===== src/rtl/fht_pkg.sv =====
`default_nettype none
// Shared FHT types and constants: loader state encoding, bank count, log2 helper.

package fht_pkg;

  localparam int BANKS = 4;

  typedef enum logic [1:0] {
    LOAD      = 2'd0,
    START     = 2'd1,
    WAIT_BUSY = 2'd2,
    WAIT_DONE = 2'd3
  } loader_state_t;

  function automatic int log2n(input int n);
    return $clog2(n);
  endfunction

endpackage

`default_nettype wire


===== src/rtl/fht_bitrev.sv =====
`default_nettype none
// Combinational bit reversal of a W-bit index; shared by the loader and unloader.

module fht_bitrev #(
  parameter int W = 10
) (
  input  logic [W-1:0] value,
  output logic [W-1:0] reversed
);

  for (genvar i = 0; i < W; i++) begin : g_bit
    assign reversed[i] = value[W-1-i];
  end

endmodule

`default_nettype wire


===== src/rtl/fht_input_loader.sv =====
`default_nettype none
// Streams N samples into the four data banks in bit-reversed order, then
// hands over to fht_control with a two-cycle start pulse and waits for completion.

module fht_input_loader
  import fht_pkg::*;
#(
  parameter int N     = 1024,
  parameter int D_BIT = 16,
  parameter int A_BIT = log2n(N) - 2,
  parameter int TMO   = 8
) (
  input  logic             iCLK,
  input  logic             iRESET,
  input  logic [D_BIT-1:0] iDATA,
  input  logic             iVALID,
  output logic             oREADY,
  output logic [A_BIT-1:0] oADDR_WR,
  output logic [D_BIT-1:0] oDATA_WR,
  output logic             oWE_0,
  output logic             oWE_1,
  output logic             oWE_2,
  output logic             oWE_3,
  output logic             oSTART,
  input  logic             iFHT_RDY,
  output logic             oBUSY,
  output logic             oERR
);

  localparam int LN = log2n(N);
  localparam int TW = $clog2(TMO + 1);
  localparam logic [LN-1:0] CNT_LAST = LN'(N - 1);
  localparam logic [TW-1:0] TMO_LAST = TW'(TMO - 1);

  loader_state_t    state, state_nx;
  logic [LN-1:0]    cnt;
  logic [LN-1:0]    rev;
  logic             start_ph;
  logic [TW-1:0]    tmo;
  logic             ready;
  logic             busy;
  logic             err;
  logic [BANKS-1:0] we;
  logic [A_BIT-1:0] addr;
  logic [D_BIT-1:0] data;
  logic             accept;
  logic             tmo_hit;

  // ready is a register so it stays low while reset is held
  assign accept = iVALID & ready;

  fht_bitrev #(.W(LN)) u_bitrev (
    .value    (cnt),
    .reversed (rev)
  );

  always_comb begin
    state_nx = state;
    tmo_hit  = 1'b0;
    case (state)
      LOAD:      if (accept && cnt == CNT_LAST) state_nx = START;
      START:     if (start_ph) state_nx = WAIT_BUSY;
      WAIT_BUSY: begin
        if (!iFHT_RDY) begin
          state_nx = WAIT_DONE;
        end else if (tmo == TMO_LAST) begin
          tmo_hit  = 1'b1;
          state_nx = LOAD;
        end
      end
      WAIT_DONE: if (iFHT_RDY) state_nx = LOAD;
      default:   state_nx = LOAD;
    endcase
  end

  always_ff @(posedge iCLK or posedge iRESET) begin
    if (iRESET) begin
      state    <= LOAD;
      cnt      <= '0;
      start_ph <= 1'b0;
      tmo      <= '0;
      ready    <= 1'b0;
      busy     <= 1'b0;
      err      <= 1'b0;
      we       <= '0;
      addr     <= '0;
      data     <= '0;
    end else begin
      state    <= state_nx;
      ready    <= (state_nx == LOAD);
      err      <= tmo_hit;
      start_ph <= (state == START) && !start_ph;
      tmo      <= (state == WAIT_BUSY) ? tmo + TW'(1) : '0;
      we       <= '0;
      if (accept) begin
        cnt          <= cnt + LN'(1);
        we[rev[1:0]] <= 1'b1;
        addr         <= rev[LN-1:2];
        data         <= iDATA;
      end
      if (accept && cnt == '0) begin
        busy <= 1'b1;
      end else if (tmo_hit || (state == WAIT_DONE && iFHT_RDY)) begin
        busy <= 1'b0;
      end
    end
  end

  // oSTART decodes the async-reset state so a reset aborts the pulse at once
  assign oSTART   = (state == START);
  assign oREADY   = ready;
  assign oBUSY    = busy;
  assign oERR     = err;
  assign oADDR_WR = addr;
  assign oDATA_WR = data;
  assign oWE_0    = we[0];
  assign oWE_1    = we[1];
  assign oWE_2    = we[2];
  assign oWE_3    = we[3];

endmodule

`default_nettype wire


===== config.mk =====
export PLATFORM = sky130hd
export DESIGN_NAME = fht_input_loader
export DESIGN_NICKNAME = d
export VERILOG_FILES = /design/src/rtl/fht_pkg.sv /design/src/rtl/fht_bitrev.sv /design/src/rtl/fht_input_loader.sv
export SDC_FILE = /design/constraint.sdc
export NUM_CORES = 1
export LEC_CHECK = 0
export CORE_ASPECT_RATIO = 1.1
export CORE_UTILIZATION = 25
export CTS_BUF_LIST = sky130_fd_sc_hd__clkbuf_4
export DETAILED_ROUTE_END_ITERATION = 10
export PLACE_DENSITY = 0.54
export SYNTH_ARGS = -nofsm -noshare
export SYNTH_HDL_FRONTEND = slang
export SYNTH_HIERARCHICAL = 1
export SYNTH_SLANG_ARGS = --single-unit

===== constraint.sdc =====
create_clock -name iCLK -period 1.35 [get_ports iCLK]
set_input_delay 0.135 -clock iCLK [delete_from_list [all_inputs] [get_ports iCLK]]
set_output_delay 0.135 -clock iCLK [all_outputs]
set_load 0.01 [all_outputs]

== Word-level counts from Yosys, hierarchy flattened ==
Cells that the tools add are included.

* Add/subtract/negate cells: 2
* Reductions and logical operators: 11
* Mux-type cells: 15
* Bitwise logic cells: 1
* Equality and inequality tests: 5
* Order comparisons: 2

{| class="wikitable"
|+ Operators with widths
! kind !! number
|-
| adder 10 x 1 -> 10 bit (second input constant) || 1
|-
| == test 10 bit (second input constant) || 1
|-
| zero test 10 bit || 1
|-
| two-way mux 2 bit || 5
|-
| two-way mux 4 bit || 2
|-
| case mux 2 bit (4 select lines) || 1
|-
| two-way mux 1 bit || 6
|-
| logical AND 1 bit || 5
|-
| adder 4 x 1 -> 4 bit (second input constant) || 1
|-
| == test 2 bit (second input constant) || 2
|-
| == test 4 x 3 -> 1 bit (second input constant) || 1
|-
| zero test 2 bit || 2
|-
| < comparator 2 x 3 -> 1 bit (second input constant) || 1
|-
| demux 1 bit (select 2 bit) || 1
|-
| == test 2 x 1 -> 1 bit (second input constant) || 1
|-
| >= comparator 2 x 1 -> 1 bit (second input constant) || 1
|-
| nonzero test 2 bit || 1
|-
| bitwise AND 1 bit || 1
|-
| zero test 1 bit || 1
|-
| logical OR 1 bit || 1
|}

* Output and inout port bits: 32
* Input bits: 20
* Flip-flop bits (word level): 48
* Logic and storage cells: 46

== Depth between registers and ports, before layout ==
Gate-level depths: netlist of the first run.

* Word-level depth: 7
* Gate-level depth with buffers: 5

== Cells and area by module ==
Netlist of the first run, hierarchy kept.

{| class="wikitable"
|+ By module, submodules not included
! module !! area an instance (um2) !! sequential area each (um2) !! times used !! cells an instance
|-
| fht_input_loader || 2,008.2 || 1,201.2 || 1 || 136
|-
| fht_bitrev || 75.1 || 0.0 || 1 || 10
|}

== Worst setup path before layout of the first run ==
OpenSTA, ideal clock, no wires.

* Kind: register to register
* Start point: register cnt[0]
* End point: register ready (netlist: oREADY)
* Cell stages (with the launch flop): 6
* Period minus slack after synthesis: 1.357 ns
* Path buffers: 1
* Data required time: 1.239 ns
* Arrival: 1.245 ns
* Setup slack: -0.007 ns
* Cell sequence: dfrtp_1 > ha_1 > and3_1 > buf_6 > and4_4 > a2111oi_2

* Word-level cells in the longest chain between the ends: 5

{| class="wikitable"
|+ RTL lines
! element !! line !! RTL
|-
| from (decl) || fht_input_loader.sv:36 || <nowiki>logic [LN-1:0] cnt;</nowiki>
|-
| from (signal assigned) || fht_input_loader.sv:96 || <nowiki>cnt <= cnt + LN'(1);</nowiki>
|-
| == test 10 bit || fht_input_loader.sv:61 || <nowiki>LOAD: if (accept && cnt == CNT_LAST) state_nx = START;</nowiki>
|-
| logical AND 1 bit || fht_input_loader.sv:61 ||
|-
| two-way mux 2 bit || fht_input_loader.sv:61 ||
|-
| case mux 2 bit (4 select lines) || fht_input_loader.sv:60 || <nowiki>case (state)</nowiki>
|-
| zero test 2 bit || fht_input_loader.sv:90 || <nowiki>ready <= (state_nx == LOAD);</nowiki>
|-
| to (signal assigned) || fht_input_loader.sv:90 ||
|-
| to (decl) || fht_input_loader.sv:40 || <nowiki>logic ready;</nowiki>
|}

No other way between the ends.
A chain may end at the register's enable or synchronous reset.

== Worst setup path in the final report of the first run ==
Ends and elaborated chain as after synthesis.

==> metrics.yaml, run 1 <==
synth_commonest_cells: "dfrtp_1 (48), mux2_4 (16), buf_4 (10)"
muxShareOfSynthArea_pct: 15.9
power.density_nw_per_um2: 1330
start_util_pct: 26.0
area_growth_pct: 38.8
die_x_microns: 89.0
grt_max_degree: 34
cts_max_level: 2
drive_gt1_share_pct: 31.8
synth.top_cell.area_share_pct: 57.7
ant_nets: 0
synth_compound_area_share_pct: 2.64
ys.flop_type: "dfrtp_1"
wirelength_microns: 3950
fillerInstances: 833
antennaDiodeCount: 0
stdcell_count: 322
synth_most_common_cell: "dfrtp_1"
route.detailed.drc: 0
cts.sinks: 48
r2r-end: "oREADY"
syn_inst: 146
grt_usage_pct: 9.90
ctsRootBufferMaster: "clkbuf_4"
synth_top_area_cell: "dfrtp_1"
reg2reg_depth: 4
antenna_found_initial: 0
r2r_slack_ns: 0.06
synthSimpleGateAreaFrac_pct: 10.8
slew_violations: 0
cp_slowest_stage_delay_ns: 0.41
dpl.cell_count: 311
rows: 34
fin_ws_ns: 0.0648
syn-num-nets: 169
crit_chain: "ha_1, and3_4, and4_4, a2111oi_4"
critPathLaunchType: "register"
min_period_ns: 1.29
skew_ns: 0.00928
portBuffers: 51
place_ws_ns: -0.0966
async_reset_ff_share_pct: 100
nets: 236
synth_xor_area_share_pct: 4.62
core_sq_um: 8000
final_util_pct: 36.2
cp.arrival_ns: 1.56
overflow: 0
synth_cell_types: 32
critPathCaptureType: "register"
relSlewSlack_pct: 83.2
syn_area_sq_um: 2080
critPathTopFamily: "flip-flops"
crit_fanout: 3
ir_drop_mv: 0.358
first_iter_violations: 28
vias_per_cell: 4.10
worstPathRequired_ns: 1.62
numCtsBuffers: 5
hold-worst-slack_ns: 0.0928
syn_area_per_cell_sq_um: 14.3
synth_fa_ha_area_share_pct: 1.80
ys_seq_area_share_pct: 57.7
ys_seq_elements: 48
path_class: "register to register"
clockBufferDepth: 2
synth_edf_count: 0
boundaryPins: 52
outcome: "finished clean"
crit_slowest_cell: "dfrtp_1"
grt_pass1_wl_microns: 6570
setup_viol: 0
design.die.area_sq_um: 8700
drtPass1Iterations: 4
place_congestion: 0.731
maxCapViolations: 0
path_buf_inv: 0
hold_violations: 0
worstMarginPinSlew_ns: 0.251
dieHeight_microns: 97.7
cts.reportedPaths.clkPinSlew_ns: 0.14
period_share_pct: 95.2
wl_per_cell_microns: 12.3
synth_area_leaders: "dfrtp_1 (58%), mux2_4 (12%), mux2_2 (4.3%)"
first_global_vias: 1384
tritoncts: "yes"
clkLatencyLatePin_ns: 0.36
rsz0062_at_grt: "true"
fmax_mhz: 778
hold_class: "input pin to asynchronous set/reset pin"
synth_top_family_by_area: "multiplexers"
p_leak_nw: 1.39
hpwl_microns: 2860
r2r_start: "cnt[0]"
ys_warn_count: 6
vias: 1320
power breakdown:
part	internal [mW]	switching [mW]	total, mW	leakage, nW
registers	1.69	0.128	1.82	0.600
clock network	0.387	0.462	0.848	0.0412
logic	0.699	0.478	1.18	0.746
total	2.78	1.07	3.84	1.39
worst reg2reg max path, cell delays in order (launching register included):
cell       delay (ns)
dfrtp_1          0.41
ha_1             0.19
and3_4           0.17
and4_4           0.16
a2111oi_4        0.26
stage by stage:
| stage | setup TNS, ns | power, mW | area [sq um] |
|---|---|---|---|
| after floorplan | 0 | 2.56 | 2080 |
| final | 0 | 3.84 | 2890 |
| after global routing | -0.0295 | 4.10 | 2890 |
| after global placement | -1.34 | 3.12 | 2800 |
| after CTS | 0 | 3.92 | 2860 |
| after detailed placement | -1.77 | 3.13 | 2800 |
sequential cells by signal, summed over array words and instances, names as in the netlist:
signal and count:
we 4, tmo 4, oDATA_WR 16, start_ph 1
cnt 10, oREADY 1, oBUSY 1, oERR 1
oADDR_WR 8, state 2
cell usage in the layout (no fill, tap or decap), drive strengths merged:
cell | netlist | layout
a32o | 1 | 1
nand4 | 2 | 2
clkinvlp | 0 | 1
and2 | 2 | 2
and3 | 3 | 3
clkdlybuf4s50 | 0 | 19
nor3 | 3 | 3
nor4b | 1 | 1
clkbuf | 0 | 5
clkinv | 0 | 1
o211ai | 1 | 1
bufinv | 0 | 1
and4 | 3 | 3
dfrtp | 48 | 48
nor2b | 2 | 2
dlygate4sd2 | 0 | 31
nand3 | 4 | 4
and3b | 1 | 1
and4b | 1 | 1
a2111oi | 1 | 1
a211o | 1 | 1
mux2 | 24 | 24
nor2 | 4 | 4
ha | 3 | 3
buf | 14 | 24
or2b | 1 | 1
xor2 | 2 | 2
xnor2 | 9 | 9
o21ai | 1 | 1
nor3b | 4 | 4
nand2 | 4 | 4
inv | 5 | 5
a21o | 1 | 1
how the worst max path moves through the flow:
stage	startpoint	to	slack [ns]	cells past startpoint
detailed placement	iVALID	oDATA_WR[4]	-0.1	4
CTS	cnt[0]	oREADY	0.03	4
floorplan	cnt[0]	oREADY	0.008	5
global route	tmo[0]	state[1]	-0.03	4
global placement	iVALID	oADDR_WR[7]	-0.08	4
finish	cnt[0]	oREADY	0.06	4
cell type report:
cell class	count	area [sq um]	share of cell area, %
Sequential cell	48	1200	41.5
Clock inverter	3	42.5	1.47
Multi-Input combinational cell	79	779	27.0
Timing Repair Buffer	74	677	23.4
Inverter	5	18.8	0.649
Clock buffer	5	37.5	1.30
Tap cell	108	135	4.67
cell families after synthesis:
| kind of cell | count (synthesis) |
|---|---|
| simple gates | 35 |
| flops | 48 |
| buf+inv | 19 |
| compound gates | 6 |
| mux | 24 |
| xor+xnor | 11 |
| fa+ha+maj | 3 |
timing repair:
action                     4_1_cts  5_1_grt
pin swaps                        0        2
gates resized for setup         37        4
setup endpoints to repair       34        3
setup buffers                    2        1
cloned                           0        0
hold buffers                     0        0
per-layer routing:
layer	GRT usage, %	up-vias	routed length [microns]
li1	-	627	-
met1	12.4	655	1740
met2	16.3	33	1940
met3	3.13	5	216
met4	2.93	0	48
met5	0	-	0
Power figures use the tool's default switching activity.
==> run 2: changes to the inputs <==
ABC_AREA = 1   (was default)
CORE_MARGIN = 2   (was default)
CORE_UTILIZATION = 46   (was 25)
PLACE_DENSITY = 0.84   (was 0.54)
==> metrics.yaml, run 2 <==
hold_class: "input pin to asynchronous set/reset pin"
slew_violations: 0
ys_warn_count: 6
nets: 271
grt_pass1_wl_microns: 6090
clkLatencyLatePin_ns: 0.36
place_ws_ns: -0.0514
antenna_found_initial: 0
crit_slowest_cell: "dfrtp_1"
critPathLaunchType: "register"
grt_max_degree: 27
setup_viol: 2
hold_violations: 0
p_switching_mw: 1.74
critPathTopFamily: "buffers and inverters"
dpl.cell_count: 290
violations: "negative setup slack"
final_cell_mix: "dfrtp_1 (48), dlygate4sd2_1 (31), inv_1 (24), mux2_4 (23), nand2_1 (22)"
maxCapViolations: 0
wirelength_microns: 3830
largest_register_ffs: 16
cp.arrival_ns: 1.61
syn-num-nets: 210
combPwrFrac_pct: 43.6
stdcell_area_sq_um: 2820
power.density_nw_per_um2: 1840
overflow: 0
synth_edf_count: 0
postCtsHoldBufs: 0
synth_most_common_cell: "dfrtp_1"
syn_area_sq_um: 2160
dieHeight_microns: 75.8
die_x_microns: 69.3
relSlewSlack_pct: 81.8
syn_inst: 187
path_buf_inv: 3
cts.reportedPaths.clkPinSlew_ns: 0.14
core_sq_um: 4590
top_usage_layer: "met2"
gr-usage-met2_pct: 25.5
first_iter_violations: 63
tritoncts: "yes"
r2r_start: "oREADY"
synth_top_area_cell: "dfrtp_1"
vias_per_cell: 4.74
grt_use_met3_pct: 3.17
period_share_pct: 100
total_power_mw: 5.19
fin_ws_ns: -0.00362
start_util_pct: 47.0
fmax_mhz: 739
design.die.area_sq_um: 5250
p_int_mw: 3.45
numCtsBuffers: 5
rows: 26
cp_slowest_stage_delay_ns: 0.42
path_class: "register to register"
area_growth_pct: 30.7
final_util_pct: 61.4
vias: 1440
worstMarginPinSlew_ns: 0.272
synth_cell_types: 20
ant_nets: 0
ir_drop_mv: 0.760
crit_chain: "buf_6, buf_6, nand2_4, buf_12, mux2_4"
synth.top_cell.area_share_pct: 55.7
drive_gt1_share_pct: 21.8
ys_seq_area_share_pct: 55.7
p_sw_share_pct: 33.4
outcome: "complete, but fails checks"
critPathCaptureType: "register"
dpl_cell_area_sq_um: 2720
drtPass1Iterations: 4
antennaDiodeCount: 0
cp_common_cell: "buf_6"
ctsRootBufferMaster: "clkbuf_4"
syn_area_per_cell_sq_um: 11.5
synth_area_leaders: "dfrtp_1 (56%), mux2_4 (16%), inv_1 (4.5%)"
stdcell_count: 304
clockBufferDepth: 2
worstPathRequired_ns: 1.60
r2r-end: "oDATA_WR[6]"
hpwl_microns: 2820
grt_use_met1_pct: 17.8
final_common_cell: "dfrtp_1"
route.detailed.drc: 0
clkPwrFrac_pct: 12.0
portBuffers: 51
rsz0062_at_grt: "true"
cts_max_level: 2
first_global_vias: 1421
ys.flop_type: "dfrtp_1"
setup_tns_ns: -0.00424
seq_power_share_pct: 44.4
async_reset_ff_share_pct: 100
fillerInstances: 361
cts.sinks: 48
crit_fanout: 17
reg2reg_depth: 5
synth_commonest_cells: "dfrtp_1 (48), inv_1 (26), mux2_4 (23), nand2_1 (23), nand3_1 (14)"
grt_usage_pct: 14.9
place_congestion: 0.818
min_period_ns: 1.35
boundaryPins: 52
r2r_slack_ns: -0.004
p_leak_nw: 1.54
hold-worst-slack_ns: 0.000820
wl_per_cell_microns: 12.6
ys_seq_elements: 48
skew_ns: 0.0139
run 2: changes by cell type after synthesis, moves of 2 or more:
cell / before / now
inv_1: 5 / 26
nand2_1: 4 / 23
nand3_1: 4 / 14
nor2_1: 4 / 13
mux2_2: 8 / 1
mux2_4: 16 / 23
xnor2_1: 9 / 2
nor3b_1: 4 / 0
and3_1: 3 / 0
nor3_1: 3 / 6
xor2_1: 2 / 5
a21oi_1: 0 / 2
and4_4: 2 / 0
buf_6: 4 / 2
run 2: layer usage:
| layer | wire length, microns | share of wire (%) |
|---|---|---|
| met2 | 1950 | 51 |
| met5 | 0 | 0 |
| met4 | 107 | 2.8 |
| met3 | 144 | 3.8 |
| met1 | 1630 | 43 |
run 2: repair_timing:
item,4_1_cts,5_1_grt
setup endpoints to repair,32,24
resized for setup,38,4
setup buffers,4,3
run 2: kinds of logic after synthesis:
group,synth area share [%]
buf+inv,9.40
fa+ha+maj,1.74
flops,55.7
simple gates,12.5
mux,16.5
compound gates,1.22
xor+xnor,2.84
run 2: cell type report:
type	count	area [sq um]	share of cell area [%]
Sequential cell	48	1200	42.6
Multi-Input combinational cell	100	773	27.4
Timing Repair Buffer	67	626	22.2
Inverter	26	97.6	3.46
Tap cell	56	70.1	2.49
Clock buffer	5	37.5	1.33
Clock inverter	2	12.5	0.444
run 2: how the worst max path moves through the flow:
stage | startpoint | end | slack [ns] | cells past startpoint
after global routing | oREADY | oREADY | -0.05 | 7
after floorplan | iRESET | cnt[0] | 0.07 | 1
after CTS | oREADY | oDATA_WR[6] | 0.007 | 5
after global placement | iVALID | oREADY | -0.04 | 6
final | oREADY | oDATA_WR[6] | -0.004 | 5
after detailed placement | iVALID | oREADY | -0.05 | 6
run 2: power by group through the flow:
stage	Combinational [mW]	Sequential [mW]	Clock, mW
3_5_place_dp	2.35	2.35	0
4_1_cts	2.21	2.31	0.647
3_3_place_gp	2.26	2.34	0
5_1_grt	2.47	2.39	0.696
6_report	2.26	2.30	0.625
2_1_floorplan	1.24	2.47	0
